`config.mk`:
```
export PLATFORM = sky130hd
export DESIGN_NAME = bin2bcd_seq_flat
export DESIGN_NICKNAME = d
export VERILOG_FILES = /design/src/rtl/seg_pkg.sv /design/src/rtl/bin2bcd_seq_if.sv /design/src/rtl/bcd_dig_adj.sv /design/src/rtl/bin2bcd_seq.sv /design/src/flat_wrapper.sv
export SDC_FILE = /design/constraint.sdc
export NUM_CORES = 1
export LEC_CHECK = 0
export ABC_AREA = 1
export ABC_CLOCK_PERIOD_IN_PS = 3000
export CORE_ASPECT_RATIO = 1.2
export CORE_MARGIN = 3
export CORE_UTILIZATION = 59
export DETAILED_ROUTE_END_ITERATION = 10
export GPL_ROUTABILITY_DRIVEN = 0
export PLACE_DENSITY = 0.95
export SYNTH_ARGS = -nofsm -noshare
export SYNTH_HDL_FRONTEND = slang
export SYNTH_SLANG_ARGS = --single-unit
```
`constraint.sdc`:
```
create_clock -name clk -period 3 [get_ports clk]
set_input_delay 0.45 -clock clk [delete_from_list [all_inputs] [get_ports clk]]
set_output_delay 0.45 -clock clk [all_outputs]
set_load 0.01 [all_outputs]
```
`src/rtl/seg_pkg.sv`:
```
// Shared definitions for the 6-digit seven-segment display path.
package seg_pkg;

  localparam int unsigned DIGITS_DEF = 6;
  localparam int unsigned BCD_MAX    = 999_999;

  typedef logic [3:0] bcd_digit_t;

  typedef enum logic [1:0] {
    StIdle,
    StConv,
    StFin
  } conv_state_e;

  // Blank mask for an all-zero value: every digit blank except digit 0.
  function automatic logic [31:0] blank_rst_mask(input int unsigned n);
    logic [31:0] m;
    m = '0;
    for (int unsigned i = 1; i < n && i < 32; i++) begin
      m[i] = 1'b1;
    end
    return m;
  endfunction

  function automatic longint unsigned pow10(input int unsigned n);
    longint unsigned r;
    r = 1;
    for (int unsigned i = 0; i < n; i++) begin
      r = r * 10;
    end
    return r;
  endfunction

endpackage

```
`src/rtl/bin2bcd_seq_if.sv`:
```
// Request/result bundle between a binary producer and the BCD converter.
interface bin2bcd_seq_if #(
  parameter int unsigned BinW   = 20,
  parameter int unsigned Digits = 6
) ();

  logic                  start;
  logic [BinW-1:0]       bin;
  logic                  busy;
  logic                  done;
  logic [4*Digits-1:0]   bcd;
  logic [Digits-1:0]     blank;
  logic                  ovf;

  // Requester side.
  modport master (
    output start, bin,
    input  busy, done, bcd, blank, ovf
  );

  // Converter side.
  modport slave (
    input  start, bin,
    output busy, done, bcd, blank, ovf
  );

endinterface

```
`src/rtl/bcd_dig_adj.sv`:
```
// Shift-add-3 digit correction: a digit >= 5 gets +3 so the next shift carries correctly.
module bcd_dig_adj
  import seg_pkg::*;
(
  input  bcd_digit_t dig_i,
  output bcd_digit_t dig_o
);

  assign dig_o = (dig_i >= 4'd5) ? dig_i + 4'd3 : dig_i;

endmodule

```
`src/rtl/bin2bcd_seq.sv`:
```
// Sequential binary-to-BCD converter (shift-add-3), one shift per input bit.
// Results (bcd, blank, ovf) update only when a conversion finishes.
module bin2bcd_seq
  import seg_pkg::*;
#(
  parameter int unsigned BinW   = 20,
  parameter int unsigned Digits = DIGITS_DEF
) (
  input  logic         clk,
  input  logic         rst_n,
  bin2bcd_seq_if.slave bus_io
);

  localparam int unsigned     CntW     = (BinW > 1) ? $clog2(BinW) : 1;
  localparam int unsigned     ScrD     = Digits + 1;  // extra digit holds 2^BinW overflow range
  localparam int unsigned     ScrW     = 4 * ScrD;
  localparam int unsigned     BcdW     = 4 * Digits;
  localparam longint unsigned MaxVal   = pow10(Digits) - 1;
  localparam logic [Digits-1:0] BlankRst = Digits'(blank_rst_mask(Digits));

  conv_state_e         state_q;
  logic [CntW-1:0]     cnt_q;
  logic [BinW-1:0]     shift_q;
  logic [ScrW-1:0]     scr_q;
  logic                ovf_pend_q;
  logic                busy_q;
  logic                done_q;
  logic [BcdW-1:0]     bcd_q;
  logic [Digits-1:0]   blank_q;
  logic                ovf_q;

  logic [ScrW-1:0]     scr_adj;
  logic [ScrW-1:0]     scr_d;
  logic [BinW-1:0]     shift_d;
  logic [BcdW-1:0]     res_bcd;
  logic [Digits-1:0]   res_blank;
  logic                ovf_in;
  logic                zero_run;

  for (genvar g = 0; g < ScrD; g++) begin : g_adj
    bcd_dig_adj u_adj (
      .dig_i (scr_q[4*g +: 4]),
      .dig_o (scr_adj[4*g +: 4])
    );
  end

  assign ovf_in = (64'(bus_io.bin) > MaxVal);

  // One conversion step and the formatted result taken from the post-shift scratch.
  always_comb begin
    {scr_d, shift_d} = {scr_adj, shift_q} << 1;
    res_bcd          = ovf_pend_q ? {Digits{4'h9}} : scr_d[BcdW-1:0];
    res_blank        = '0;
    zero_run         = 1'b1;
    for (int i = Digits - 1; i >= 1; i--) begin
      zero_run     = zero_run && (res_bcd[4*i +: 4] == 4'h0);
      res_blank[i] = zero_run;
    end
  end

  // Control FSM, datapath registers and registered outputs.
  always_ff @(posedge clk or negedge rst_n) begin
    if (!rst_n) begin
      state_q    <= StIdle;
      cnt_q      <= '0;
      shift_q    <= '0;
      scr_q      <= '0;
      ovf_pend_q <= 1'b0;
      busy_q     <= 1'b0;
      done_q     <= 1'b0;
      bcd_q      <= '0;
      blank_q    <= BlankRst;
      ovf_q      <= 1'b0;
    end else begin
      done_q <= 1'b0;
      unique case (state_q)
        StIdle, StFin: begin
          if (bus_io.start) begin
            shift_q    <= bus_io.bin;
            scr_q      <= '0;
            cnt_q      <= CntW'(BinW - 1);
            ovf_pend_q <= ovf_in;
            busy_q     <= 1'b1;
            state_q    <= StConv;
          end else begin
            state_q <= StIdle;
          end
        end
        StConv: begin
          scr_q   <= scr_d;
          shift_q <= shift_d;
          if (cnt_q == '0) begin
            state_q <= StFin;
            busy_q  <= 1'b0;
            done_q  <= 1'b1;
            bcd_q   <= res_bcd;
            blank_q <= res_blank;
            ovf_q   <= ovf_pend_q;
          end else begin
            cnt_q <= cnt_q - 1'b1;
          end
        end
        default: state_q <= StIdle;
      endcase
    end
  end

  assign bus_io.busy  = busy_q;
  assign bus_io.done  = done_q;
  assign bus_io.bcd   = bcd_q;
  assign bus_io.blank = blank_q;
  assign bus_io.ovf   = ovf_q;

endmodule

```
`src/flat_wrapper.sv`:
```
// flat-port wrapper written by rule: the top's interface ports become plain ports
module bin2bcd_seq_flat import seg_pkg::*;
#(
  parameter int unsigned BinW   = 20,
  parameter int unsigned Digits = DIGITS_DEF
)
  (clk, rst_n, bus_io_start, bus_io_bin, bus_io_busy, bus_io_done, bus_io_bcd, bus_io_blank, bus_io_ovf);
  bin2bcd_seq_if #(.BinW(BinW), .Digits(Digits)) bus_io_i ();
  input  logic clk;
  input  logic rst_n;
  input wire logic [$bits(bus_io_i.start)-1:0] bus_io_start;
  input wire logic [$bits(bus_io_i.bin)-1:0] bus_io_bin;
  output wire logic [$bits(bus_io_i.busy)-1:0] bus_io_busy;
  output wire logic [$bits(bus_io_i.done)-1:0] bus_io_done;
  output wire logic [$bits(bus_io_i.bcd)-1:0] bus_io_bcd;
  output wire logic [$bits(bus_io_i.blank)-1:0] bus_io_blank;
  output wire logic [$bits(bus_io_i.ovf)-1:0] bus_io_ovf;
  assign bus_io_i.start = bus_io_start;
  assign bus_io_i.bin = bus_io_bin;
  assign bus_io_busy = bus_io_i.busy;
  assign bus_io_done = bus_io_i.done;
  assign bus_io_bcd = bus_io_i.bcd;
  assign bus_io_blank = bus_io_i.blank;
  assign bus_io_ovf = bus_io_i.ovf;
  bin2bcd_seq #(.BinW(BinW), .Digits(Digits)) u_core (.clk(clk), .rst_n(rst_n), .bus_io(bus_io_i));
endmodule
```
## After elaboration in Yosys (flattened, before gate mapping)

Cells that the tools add are included.

- Flip-flop bits (word level): 88
- Input bits: 23
- Logic and storage cells: 72

- Add/subtract/negate cells: 8
- $lt $le $gt $ge: 8
- Eq/ne operators: 5
- Muxes and demuxes: 23
- Reduce and logical (&&, ||, !) cells: 18

Operators with widths:

| cell | number |
|---|---|
| $pmux W28 S2 | 1 |
| $pmux W20 S2 | 1 |
| $ge A4 B3 Y1 const B | 7 |
| $mux W28 | 1 |
| $add A4 B2 Y4 const B | 6 |
| $mux W24 | 1 |
| $mux W4 | 6 |
| $gt A20 B20 Y1 const B | 1 |
| $logic_not A4 Y1 | 5 |
| $mux W20 | 1 |
| $mux W5 | 2 |
| $pmux W5 S2 | 1 |
| $reduce_and A2 Y1 | 3 |
| $reduce_and A3 Y1 | 2 |
| $logic_not A5 Y1 | 1 |
| $mux W1 | 5 |
| $sub A5 B1 Y5 const B | 1 |
| $logic_and A1 B1 Y1 | 4 |
| $ne A2 B2 Y1 const B | 2 |
| $pmux W2 S2 | 1 |
| $add A3 B2 Y3 const B | 1 |
| $mux W3 | 1 |
| $eq A2 B1 Y1 const B | 1 |
| $eq A2 B2 Y1 const B | 1 |
| other kinds (6) | 6 |

## Depth between registers and ports, before layout

Gate-level depths: netlist (run 1).

- Depth in word-level cells: 8
- Mapped depth: 12
- Depth with buffers taken out: 12

## By module

A second synthesis (run 1) with hierarchy kept.

- Cell total of the unflattened synthesis: 524
- Area total of the unflattened synthesis: 4356.7 um2

Modules (own cells, without submodules):

| module | instances | cells an instance | area an instance (um2) | seq. area each (um2) |
|---|---|---|---|---|
| bin2bcd_seq | 1 | 386 | 3545.9 | 2108.3 |
| bcd_dig_adj | 6 | 23 | 135.1 | 0.0 |

## Least setup slack after synthesis (run 1)

OpenSTA, ideal clock, no wires.

- Path kind: reg-to-reg
- Start: reg u_core.scr_q[12]
- End: reg u_core.blank_q[1], in the netlist u_core.bus_io.blank[1]
- Library setup time: 60 ps
- Arrival: 1442 ps
- Data required time: 2940 ps
- Slack: 1497 ps
- Stages on the path, launching flop included: 11
- Clock period less this slack: 1503 ps
- Cells stage by stage: dfrtp_1 > inv_1 > ha_1 > inv_1 > nand2_1 > nand3_1 > o21ai_1 > nand2_1 > nor2_1 > nand4_1 > nand2_1

- Longest elaborated chain between the ends: 8
- Elaborated cells on any way between the ends: 10
- Those cells by class: 1 x add/sub; 1 x order compare; 2 x mux; 6 x reduce/logical

RTL lines:

| what | RTL line | source |
|---|---|---|
| start, declared | bin2bcd_seq.sv:24 | `logic [ScrW-1:0] scr_q;` |
| start signal, assigned | bin2bcd_seq.sv:90 | `scr_q <= scr_d;` |
| $add A4 B2 Y4 / $ge A4 B3 Y1 (equally long branches) | bcd_dig_adj.sv:9 | `assign dig_o = (dig_i >= 4'd5) ? dig_i + 4'd3 : dig_i;` |
| $mux W4 * | bcd_dig_adj.sv:9 |  |
| $mux W24 * | bin2bcd_seq.sv:52 | `res_bcd = ovf_pend_q ? {Digits{4'h9}} : scr_d[BcdW-1:0];` |
| $logic_not A4 Y1 | bin2bcd_seq.sv:56 | `zero_run = zero_run && (res_bcd[4*i +: 4] == 4'h0);` |
| $logic_and A1 B1 Y1 | bin2bcd_seq.sv:56 |  |
| $logic_and A1 B1 Y1 * (3 in series) | bin2bcd_seq.sv:56 |  |
| end signal, assigned | bin2bcd_seq.sv:72 | `blank_q <= BlankRst;` |
| end signal, assigned | bin2bcd_seq.sv:97 | `blank_q <= res_blank;` |
| end, declared | bin2bcd_seq.sv:29 | `logic [Digits-1:0] blank_q;` |

Every way passes the cells marked *; elsewhere a longest branch is shown, timed or not.
A chain may end at the register's enable or synchronous reset.

## Final worst setup path (run 1)

- Start: reg u_core.state_q[1]
- End: reg u_core.shift_q[1]

- Longest elaborated chain between the ends: 4
- Elaborated cells on any way between the ends: 8
- Those cells by class: 3 x eq/ne; 1 x mux; 4 x reduce/logical

RTL lines:

| what | RTL line | source |
|---|---|---|
| start, declared | bin2bcd_seq.sv:21 | `conv_state_e state_q;` |
| start signal, assigned | bin2bcd_seq.sv:64 | `state_q <= StIdle;` |
| start signal, assigned | bin2bcd_seq.sv:84 | `state_q <= StConv;` |
| start signal, assigned | bin2bcd_seq.sv:86 | `state_q <= StIdle;` |
| $eq A2 B2 Y1 / $logic_not A2 Y1 (equally long branches) | bin2bcd_seq.sv:76 | `unique case (state_q)` |
| $reduce_or A2 Y1 | bin2bcd_seq.sv:76 |  |
| $ne A2 B2 Y1 (no line) / $reduce_bool A2 Y1 (equally long branches) | - |  |
| $reduce_and A2 Y1 (no line) | - |  |
| end signal, assigned | bin2bcd_seq.sv:79 | `shift_q <= bus_io.bin;` |
| end signal, assigned | bin2bcd_seq.sv:91 | `shift_q <= shift_d;` |
| end, declared | bin2bcd_seq.sv:23 | `logic [BinW-1:0] shift_q;` |

Several ways; a longest one is shown, not always the timed one.

==> results of run 1 <==
## report_power, final
part / internal, mW / switching [mW] / total, mW
Clock: 0.365 / 0.401 / 0.765
Sequential: 1.66 / 0.334 / 1.99
Combinational: 1.10 / 1.67 / 2.77
Total: 3.13 / 2.40 / 5.53
## cell usage after synthesis (2+ instances only)
master / instances / area (µm²)
a2bb2oi_1: 4 / 35.03
buf_1: 2 / 7.510
dfrtp_1: 79 / 1977
ha_1: 14 / 175.2
nand2_2: 2 / 12.51
buf_6: 3 / 33.78
nor2_2: 2 / 12.51
nand2_1: 92 / 345.3
a2bb2oi_2: 3 / 45.04
nor2_8: 2 / 40.04
inv_2: 5 / 18.77
inv_1: 56 / 210.2
a21oi_1: 19 / 95.09
xor2_1: 5 / 43.79
clkbuf_1: 6 / 22.52
o22ai_1: 34 / 212.7
o21ai_1: 14 / 70.07
o21ai_0: 29 / 145.1
o21a_1: 2 / 15.01
o211ai_1: 4 / 30.03
nor3_1: 2 / 10.01
dfstp_2: 5 / 131.4
buf_2: 5 / 25.02
nand2_4: 2 / 22.52
nor2_1: 23 / 86.33
nand3_1: 18 / 90.09
nand4_1: 7 / 43.79
## cells by family after synthesis
family | after synthesis
flops | 84
mux | 1
xor+xnor | 6
compound gates | 112
fa+ha+maj | 14
other cells | 1
simple gates | 154
buf+inv | 80
## metal layers
metal  vias up  GRT usage  routed length (µm)
li1       1615          -                   -
met1      1639     0.3216                3670
met2       159     0.3890                4700
met3        27    0.05028                 636
met4         0     0.1151                 234
met5         -          0                   0
## stage by stage
step	util	power (mW)	cells	hold WS, ps
floorplan	-	3.802	452	154.4
global placement	0.7039	4.505	576	457.3
detailed placement	0.7039	4.702	576	457.9
CTS	0.7325	5.503	592	306.8
global route	0.7325	5.932	592	329.3
finish	0.7325	5.529	592	258.6
## registers in the layout (all words and copies together) (netlist names)
register / count
u_core.bus_io.bcd: 24
u_core.scr_q: 24
u_core.shift_q: 20
u_core.bus_io.blank: 5
u_core.cnt_q: 5
u_core.state_q: 2
u_core.bus_io.busy: 1
u_core.bus_io.done: 1
u_core.bus_io.ovf: 1
u_core.ovf_pend_q: 1
## cell usage in the layout, fill, tap and decap left out, types with 3 or more instances in the layout
cell / instances
a21oi_1: 19
a2bb2oi_1: 4
a2bb2oi_2: 3
buf_4: 3
clkbuf_8: 12
clkdlybuf4s50_1: 53
clkinv_2: 4
dfrtp_1: 79
dfstp_2: 5
ha_1: 14
inv_1: 56
inv_2: 5
nand2_1: 92
nand3_1: 18
nand4_1: 7
nor2_1: 23
o211ai_1: 4
o21ai_0: 29
o21ai_1: 14
o22ai_1: 34
xor2_1: 5
## how the worst min path moves through the flow
| stage | start | endpoint | cells past startpoint | slack [ps] |
|---|---|---|---|---|
| 5_1_grt | rst_n | u_core.cnt_q[0]$_DFFE_PN0P_ | 1 | 330 |
| 3_5_place_dp | u_core.bus_io.blank[3]$_DFFE_PN1P_ | u_core.bus_io.blank[3]$_DFFE_PN1P_ | 2 | 460 |
| 4_1_cts | rst_n | u_core.cnt_q[0]$_DFFE_PN0P_ | 1 | 310 |
| 3_3_place_gp | u_core.bus_io.blank[4]$_DFFE_PN1P_ | u_core.bus_io.blank[4]$_DFFE_PN1P_ | 2 | 460 |
| 2_1_floorplan | rst_n | u_core.bus_io.bcd[0]$_DFFE_PN0P_ | 0 | 150 |
| 6_report | rst_n | u_core.cnt_q[0]$_DFFE_PN0P_ | 1 | 260 |
## layout make-up
| class | count | area, µm² |
|---|---|---|
| Fill cell | 468 | 1757 |
| Multi-Input combinational cell | 288 | 1614 |
| Inverter | 63 | 240.2 |
| Clock buffer | 12 | 165.2 |
| Clock inverter | 4 | 22.52 |
| Tap cell | 85 | 106.4 |
| Timing Repair Buffer | 56 | 553.0 |
| Sequential cell | 84 | 2108 |
## worst register-to-register path, cell delays in order (launching register included)
cell      delay [ps]
dfrtp_1          430
nor2_8           380
inv_4            230
nand2_4          220
buf_4            430
o211ai_1         170
o21ai_0          110
==> metrics, run 1 <==
Main synth FF type=dfrtp_1; Mapped Avg Cell Area=8.980 µm²; Adder-Cell Fraction of Synth Area=0.04316; cts bufs inserted=9; sequential area share after synthesis=0.5194; nets=539; crit path capture=u_core.shift_q[1]$_DFFE_PN0P_; RSZ-0062 raised after global routing=no; post-DR wirelength/cell=15.61 µm; DP HPWL=6213 µm; Post-synth EDFFs=0; setup violators final=0; wirelength, routed=9242 µm; mux share of post-synthesis cell area=0.002466; crit path kind=reg -> reg; initial core utilization=0.6181; xor and xnor area share after synthesis=0.01295; ant diodes=0; Congestion Overflow GR=0; FP Rows=32; Max VDD drop=0.6323 mV; post-synthesis cell type count=40; Rel. slew slack=0.3276; leakage power=2.293 nW; Data arrival, critical path=2320 ps; R2R setup slack=950 ps; CTS tree=done; antenna-violating nets left=0; Clock Tree Buf Depth=2; vias per inst=5.811; count of port buffers added during placement=54; post-route minimum period=2047 ps; status=complete, no violations; Worst Path Max Fanout=47; Syn Inst Count=452; Die Width=81.72 µm; Yosys reg bits=84; largest family of logic cells by synthesized area=simple AND/OR/NAND/NOR gates; Slowest-stage cell, CP=dfrtp_1; # DRC=0; P per Cell Area=1150 nW/µm²; CTS resizes=0; initial antenna violation count=0; Hold Vio Cnt, Final=0; Tcrit/Tclk final=0.6823; router iterations before antenna repair=5; cts hold-fix bufs=0; Peak Freq=488.5 MHz; Syn Nets=489; critical path's top delay family=buffers and inverters; H-tree depth=3; Synth Warn #=0; synthesis-to-layout area growth=18.50%; largest net degree at the start of global routing=85; core area=6566 µm²; Register-to-Register Path Depth=6; CTS Sinks=84; setup bufs post-CTS=0; min-delay worst type=in -> async; DP Worst Slack=953.4 ps; simple-gate area share of the yosys netlist=0.1732; critical path launch point=u_core.state_q[1]$_DFFE_PN0P_; Max Cap Viol=0; CP endpoint kind=flop; Setup Skew=6.560 ps; reg-to-reg endpoint=u_core.shift_q[1]$_DFFE_PN0P_; first-pass GRT wire length=15,210 µm; dpl cell area=4622 µm²; Die Span Y=96.86 µm; share of layout cells above drive strength 1=0.08679; clk_lat worst skew=360 ps; via count=3,440; IO Pins=56; synthesized area=4059 µm²; WP buf/inv=2; Max stage delay on crit path=430 ps; CP startpoint kind=flop; Worst-Margin Slew=1009 ps; Die ar.=7915 µm²; 1st-iter DRT viols=297; required time of the worst setup path=3270 ps; GR Util All Layers=0.2462; Compound-Gate Fraction of Synth Area=0.1649; WP depth=6; CTS Root Cell=clkbuf_8; Fin Setup TNS=0 ps; worst r2r src=u_core.state_q[1]$_DFFE_PN0P_; Worst-path clk slew=80 ps; vias in the first global route=3,392; crit path cell chain=nor2_8 -> inv_4 -> nand2_4 -> buf_4 -> o211ai_1 -> o21ai_0; Final Cell Area=4810 µm²; Setup WS post-layout=953.1 ps; ys async rst share=1.000; Final Max Tran Viols=0
No activity file was read; power rests on OpenSTA's default activity.
==> run 2: changes to the inputs <==
--- a/config.mk
+++ b/config.mk
@@ -6,13 +6,13 @@
 export NUM_CORES = 1
 export LEC_CHECK = 0
 export ABC_AREA = 1
-export ABC_CLOCK_PERIOD_IN_PS = 3000
+export ABC_CLOCK_PERIOD_IN_PS = 2000
 export CORE_ASPECT_RATIO = 1.2
 export CORE_MARGIN = 3
-export CORE_UTILIZATION = 59
+export CORE_UTILIZATION = 55
 export DETAILED_ROUTE_END_ITERATION = 10
 export GPL_ROUTABILITY_DRIVEN = 0
-export PLACE_DENSITY = 0.95
+export PLACE_DENSITY = 0.9
 export SYNTH_ARGS = -nofsm -noshare
 export SYNTH_HDL_FRONTEND = slang
 export SYNTH_SLANG_ARGS = --single-unit
==> constraint.sdc (replaced) <==
create_clock -name clk -period 2 [get_ports clk]
set_input_delay 0.3 -clock clk [delete_from_list [all_inputs] [get_ports clk]]
set_output_delay 0.3 -clock clk [all_outputs]
set_load 0.01 [all_outputs]
==> run 2 against run 1 <==
Net effect:
- sequential power grew 50%
- first-iteration DRC count shrank 21%
- critical path type unchanged
- global-route usage is 1.6 points lower
- maximum frequency increased by 10%
==> metrics, run 2 (same netlist as run 1, synthesis figures left out) <==
FILL cells=534 (+14%); vias per inst=5.681 (-2.2%); Congestion Overflow GR=0 (unchanged); crit path kind=reg -> reg; Die Width=84.42 µm (+3.3%); RSZ-0062 raised after global routing=no; status=complete, no violations; nets=544 (+0.93%); GR Util All Layers=0.2306 (-0.01560); CP endpoint kind=flop; Fin Setup TNS=0 ps (unchanged); post-route minimum period=1862 ps (-185.4 ps); DP HPWL=6647 µm (+7.0%); # DRC=0 (unchanged); setup violators final=0 (unchanged); Setup Skew=11.13 ps (+4.572 ps); via count=3,403 (-1.1%); post-DR wirelength/cell=15.51 µm (-0.68%); Data arrival, critical path=2160 ps (-160 ps); Tcrit/Tclk final=0.9308 (+0.2484); area of the multi-input gates=1617 µm² (+0.15%); IO Pins=56 (unchanged); wirelength, routed=9288 µm (+0.50%); antenna-violating nets left=0 (unchanged); ant diodes=0 (unchanged); Worst-Margin Slew=578.0 ps (-430.6 ps); crit path cell chain=inv_1 -> ha_1 -> inv_1 -> nand2_1 -> nand3_1 -> xor2_1 -> nand2_1 -> nor2_1 -> nand3_1 -> nand2_1; Die Span Y=100.1 µm (+3.4%); CP startpoint kind=flop; count of port buffers added during placement=54 (unchanged); synthesis-to-layout area growth=19.85%; Max stage delay on crit path=410 ps (-20 ps); Die ar.=8451 µm² (+6.8%); post-route insts no fill=599 (+1.2%); initial core utilization=0.5783 (-0.03989); Hold Vio Cnt, Final=0 (unchanged); clk_lat worst skew=360 ps (about the same); Max VDD drop=1.083 mV (+71%); Clock Tree Buf Depth=2 (unchanged); initial antenna violation count=0 (unchanged); FP Rows=33 (+3.1%); CTS Sinks=84 (unchanged); required time of the worst setup path=2300 ps (-970 ps); cts bufs inserted=9 (unchanged); Placed Instances=582 (+1.0%); vias in the first global route=3,373 (-0.56%); core area=7019 µm² (+6.9%); commonest non-fill, non-tap cell in the layout=nand2_1; P per Cell Area=1706 nW/µm² (+48%); Register Area=2108 µm² (unchanged); min-delay worst type=in -> async; Max Cap Viol=0 (unchanged); CTS Root Cell=clkbuf_8; Worst Path Max Fanout=4 (-91%); 1st-iter DRT viols=234 (-21%); CP most frequent cell=nand2_1; setup bufs post-CTS=0 (unchanged); share of layout cells above drive strength 1=0.08984 (+0.003059); H-tree depth=3 (unchanged); Peak Freq=537.2 MHz (+10%); R2R setup slack=140 ps (-810 ps); Rel. slew slack=0.6147 (+0.2871); Worst-path clk slew=80 ps (about the same); router iterations before antenna repair=5 (unchanged); commonest cells after routing, fill and taps aside=nand2_1 (92), dfrtp_1 (79), inv_1 (56); Slowest-stage cell, CP=dfrtp_1; Final Max Tran Viols=0 (unchanged); CTS tree=done; largest net degree at the start of global routing=60 (-29%); leakage power=2.319 nW (+1.1%); first-pass GRT wire length=15,460 µm (+1.6%)
## run 2: changes by cell type in the layout (fill, tap and decap cells not counted)
cell           change
clkbuf_1           +3
buf_12             +2
buf_4              +2
clkbuf_8           -1
clkinv_2           -1
clkinvlp_4         -1
dlygate4sd3_1      +1
nor2_1             -1
nor2_2             +1
o21ai_0            -1
o21ai_1            +1
## run 2: area by class of cell
type	count	area share
repair buffers	61	0.1271
flip-flops and latches	84	0.4334
multi-input cells	288	0.3323
inverters	63	0.04938
well taps	87	0.02238
clock inverters	2	0.002058
clock buffers	14	0.03344
## run 2: final timing paths
kind                                                    startpoint                                 end  cells after the start
worst max-delay path                  u_core.scr_q[12]$_DFFE_PN0P_  u_core.bus_io.blank[2]$_DFFE_PN1P_                     10
worst min-delay path                                         rst_n    u_core.bus_io.bcd[3]$_DFFE_PN0P_                      2
worst max register to register        u_core.scr_q[12]$_DFFE_PN0P_  u_core.bus_io.blank[2]$_DFFE_PN1P_                     10
worst min register to register  u_core.bus_io.blank[3]$_DFFE_PN1P_  u_core.bus_io.blank[3]$_DFFE_PN1P_                      2
max in group asynchronous                                    rst_n  u_core.bus_io.blank[4]$_DFFE_PN1P_                      3
min in group clk                u_core.bus_io.blank[3]$_DFFE_PN1P_  u_core.bus_io.blank[3]$_DFFE_PN1P_                      2
## run 2: repair_timing
item / in CTS / in global routing
endpoints found under the setup margin: 0 / 2
gates resized for setup: 0 / 2
hold endpoints to repair: 39 / 0
hold buffers: 1 / 0
## run 2: power breakdown
part	leakage, nW	internal (mW)	switching (mW)
Clock	0.0905	0.517	0.569
Combinational	1.22	1.71	2.52
Sequential	1.01	2.49	0.498
## run 2: routing by layer
layer | track usage | part of all wire | up-vias | routed length, µm
met2 | 0.3985 | 0.51 | 116 | 4758
li1 | - | - | 1609 | -
met5 | 0 | 0 | - | 0
met1 | 0.2781 | 0.40 | 1661 | 3731
met3 | 0.04762 | 0.065 | 17 | 608
met4 | 0.1060 | 0.021 | 0 | 191
## run 2: critical path: cells and delay by family (launching register included)
kind / cells / cell delay, ps
flip-flops: 1 / 410
XOR/XNOR: 1 / 290
buffers and inverters: 2 / 160
AND/OR/NAND/NOR: 6 / 760
adder cells (fa/ha/maj): 1 / 190
## run 2: stage by stage
| step | setup slack [ps] | power (mW) | cell area, µm² | hold slack (ps) | utilization |
|---|---|---|---|---|---|
| 2_1_floorplan | 497.5 | 5.703 | 4059 | 4.409 | - |
| 3_3_place_gp | 301.4 | 6.894 | 4679 | 332.8 | 0.6667 |
| 3_5_place_dp | 202.0 | 7.172 | 4679 | 337.0 | 0.6667 |
| 4_1_cts | 163.5 | 8.288 | 4862 | 478.6 | 0.6927 |
| 5_1_grt | 5.282 | 8.979 | 4865 | 504.4 | 0.6930 |
| 6_report | 138.5 | 8.298 | 4865 | 461.2 | 0.6930 |
==> run 3: changes to the inputs <==
--- a/config.mk
+++ b/config.mk
@@ -9,10 +9,11 @@
 export ABC_CLOCK_PERIOD_IN_PS = 2000
 export CORE_ASPECT_RATIO = 1.2
 export CORE_MARGIN = 3
-export CORE_UTILIZATION = 55
+export CORE_UTILIZATION = 30
 export DETAILED_ROUTE_END_ITERATION = 10
 export GPL_ROUTABILITY_DRIVEN = 0
-export PLACE_DENSITY = 0.9
+export PLACE_DENSITY = 0.59
+export SETUP_SLACK_MARGIN = 0.05
 export SYNTH_ARGS = -nofsm -noshare
 export SYNTH_HDL_FRONTEND = slang
 export SYNTH_SLANG_ARGS = --single-unit
==> run 3 against run 2 <==
Net effect:
- worst hold slack gained 7.5 ps
- non-clock buffer count grew 3
- via count shrank 3.7%
- critical path depth is the same
- clock skew shrank 5.3 ps
- critical path type unchanged
- sequential power is essentially flat
- maximum frequency grew 4.5%
- register-to-register slack gained 80 ps
- clock power grew 64%
- wire length grew 2.9%
- power grew 7.8%
- die area grew 77%
==> metrics, run 3 (same netlist as run 1, synthesis figures left out) <==
P per Cell Area=1741 nW/µm² (+2.1%); Congestion Overflow GR=0 (unchanged); Worst-Margin Slew=517.8 ps (-60.18 ps); nets=547 (+0.55%); via count=3,277 (-3.7%); CTS Sinks=84 (unchanged); synthesis-to-layout area growth=26.54%; met2 WL post-DR=4518 µm (-5.0%); Clk pwr share=0.200 (+0.069); post-DR wirelength/cell=14.07 µm (-9.2%); vias per inst=4.826 (-15%); WL met1=4434 µm (+19%); Die Span Y=133.4 µm (+33%); final hold slack=468.7 ps (+7.544 ps); setup violators final=0 (unchanged); post-route minimum period=1781 ps (-80.71 ps); Max Cap Viol=0 (unchanged); Tcrit/Tclk final=0.8904 (-0.04036); Comb pwr share=0.467 (-0.042); count of port buffers added during placement=54 (unchanged); top sig layer=met4; Hold Crit Start=u_core.bus_io.blank[2]$_DFFE_PN1P_; cts bufs inserted=9 (unchanged); RSZ-0062 raised after global routing=no; # DRC=0 (unchanged); worst r2r src=u_core.scr_q[12]$_DFFE_PN0P_; ant diodes=0 (unchanged); Die ar.=14,970 µm² (+77%); commonest non-fill, non-tap cell in the layout=nand2_1; core area=12,950 µm² (+84%); share of layout cells above drive strength 1=0.1029 (+0.01307); antenna-violating nets left=0 (unchanged); Data arrival, critical path=2070 ps (-90 ps); DP HPWL=6761 µm (+1.7%); CP endpoint kind=flop; CTS Root Cell=clkbuf_16; status=complete, no violations; min-delay worst type=reg -> reg; first-pass GRT wire length=15,990 µm (+3.5%); Peak Freq=561.5 MHz (+4.5%); critical path launch point=u_core.scr_q[12]$_DFFE_PN0P_; DP Worst Slack=217.3 ps (+15.27 ps); Worst-path clk slew=60 ps (-20 ps); Worst Path Max Fanout=4 (unchanged); switching portion of total power=0.4040 (-0.02791); clk_lat worst skew=340 ps (-20 ps); Clock Tree Buf Depth=2 (unchanged); crit path kind=reg -> reg; required time of the worst setup path=2290 ps (about the same); initial antenna violation count=0 (unchanged); Rel. slew slack=0.6548 (+0.04012); Register-to-Register Path Depth=10 (unchanged); Fin Setup TNS=0 ps (unchanged); dpl cell area=4786 µm² (+2.3%); Flop pwr share=0.333 (-0.027); setup bufs post-CTS=0 (unchanged); vias in the first global route=3,322 (-1.5%); H-tree depth=3 (unchanged); leakage power=2.393 nW (+3.2%); internal power=5.330 mW (+13%); met3 wire len=401 µm (-34%); FP Rows=45 (+36%); Hold Vio Cnt, Final=0 (unchanged); Die Width=112.2 µm (+33%); Setup WS post-layout=219.2 ps (+80.71 ps); GR Util All Layers=0.1314 (-0.09919); commonest cells after routing, fill and taps aside=nand2_1 (92), dfrtp_1 (79), inv_1 (56); CTS tree=done; initial core utilization=0.3134 (-0.2648); 1st-iter DRT viols=152 (-35%); router iterations before antenna repair=5 (unchanged); Net Sw Power=3.612 mW (+0.80%); Final Cell Area=5136 µm² (+5.6%); CP startpoint kind=flop; IO Pins=56 (unchanged); Final Max Tran Viols=0 (unchanged); Max VDD drop=0.5854 mV (-46%); largest net degree at the start of global routing=40 (-33%); WHS Path Cells=2; Setup Skew=5.806 ps (-5.326 ps); wirelength, routed=9555 µm (+2.9%)
-- run 3: cell types whose count changed in the layout (fill, tap and decap cells not counted), sizes merged --
cell      before  now
buf            7   10
clkinv         3    2
bufinv         0    2
clkbuf        14   12
clkinvlp       0    1
-- run 3: area by class of cell --
type | instances | area, µm²
inverters | 63 | 240.2
multi-input cells | 288 | 1635
well taps | 164 | 205.2
flip-flops and latches | 84 | 2108
fillers | 1314 | 7814
repair buffers | 64 | 628.1
clock inverters | 4 | 72.57
clock buffers | 12 | 246.5
-- run 3: per-stage QoR --
stage | cells | power [mW] | utilization
2_1_floorplan | 452 | 5.703 | -
3_3_place_gp | 662 | 6.972 | 0.3696
3_5_place_dp | 662 | 7.129 | 0.3696
4_1_cts | 679 | 8.950 | 0.3950
5_1_grt | 679 | 9.712 | 0.3966
6_report | 679 | 8.942 | 0.3966
-- run 3: power groups by stage --
stage	logic, mW	registers (mW)	clock network, mW
after global placement	4.00	2.97	0
after floorplan	2.69	3.01	0
after global routing	4.74	3.08	1.90
after CTS	4.14	2.98	1.83
final	4.18	2.98	1.79
after detailed placement	4.13	3.00	0
-- run 3: path summary, 6_finish.rpt --
path | to | slack [ps]
setup reg to reg | u_core.bus_io.blank[1]$_DFFE_PN1P_ | 220
min in group asynchronous | u_core.bus_io.ovf$_DFFE_PN0P_ | 480
max in group asynchronous | u_core.scr_q[2]$_DFFE_PN0P_ | 930
setup / recovery | u_core.bus_io.blank[1]$_DFFE_PN1P_ | 220
hold / removal | u_core.bus_io.blank[2]$_DFFE_PN1P_ | 470
hold reg to reg | u_core.bus_io.blank[2]$_DFFE_PN1P_ | 470
-- run 3: metal layers --
layer,vias up,global-route usage
met5,-,0
met4,0,0.06413
met3,19,0.02726
met2,75,0.2094
met1,1552,0.1699
li1,1631,-
-- run 3: what timing repair did --
item | 4_1_cts | 5_1_grt
endpoints found under the hold margin | 32 | 0
resized for setup | 0 | 5
endpoints found under the setup margin | 0 | 4
hold buffers | 1 | 0
-- run 3: critical path: stages (launching register included) --
cell and delay (ps):
dfrtp_1 400, inv_1 140, ha_1 190, inv_1 40
nand2_1 120, nand3_1 180, xor2_2 240, nand2_1 90
nor2_2 140, nand4_1 110, nand2_1 70
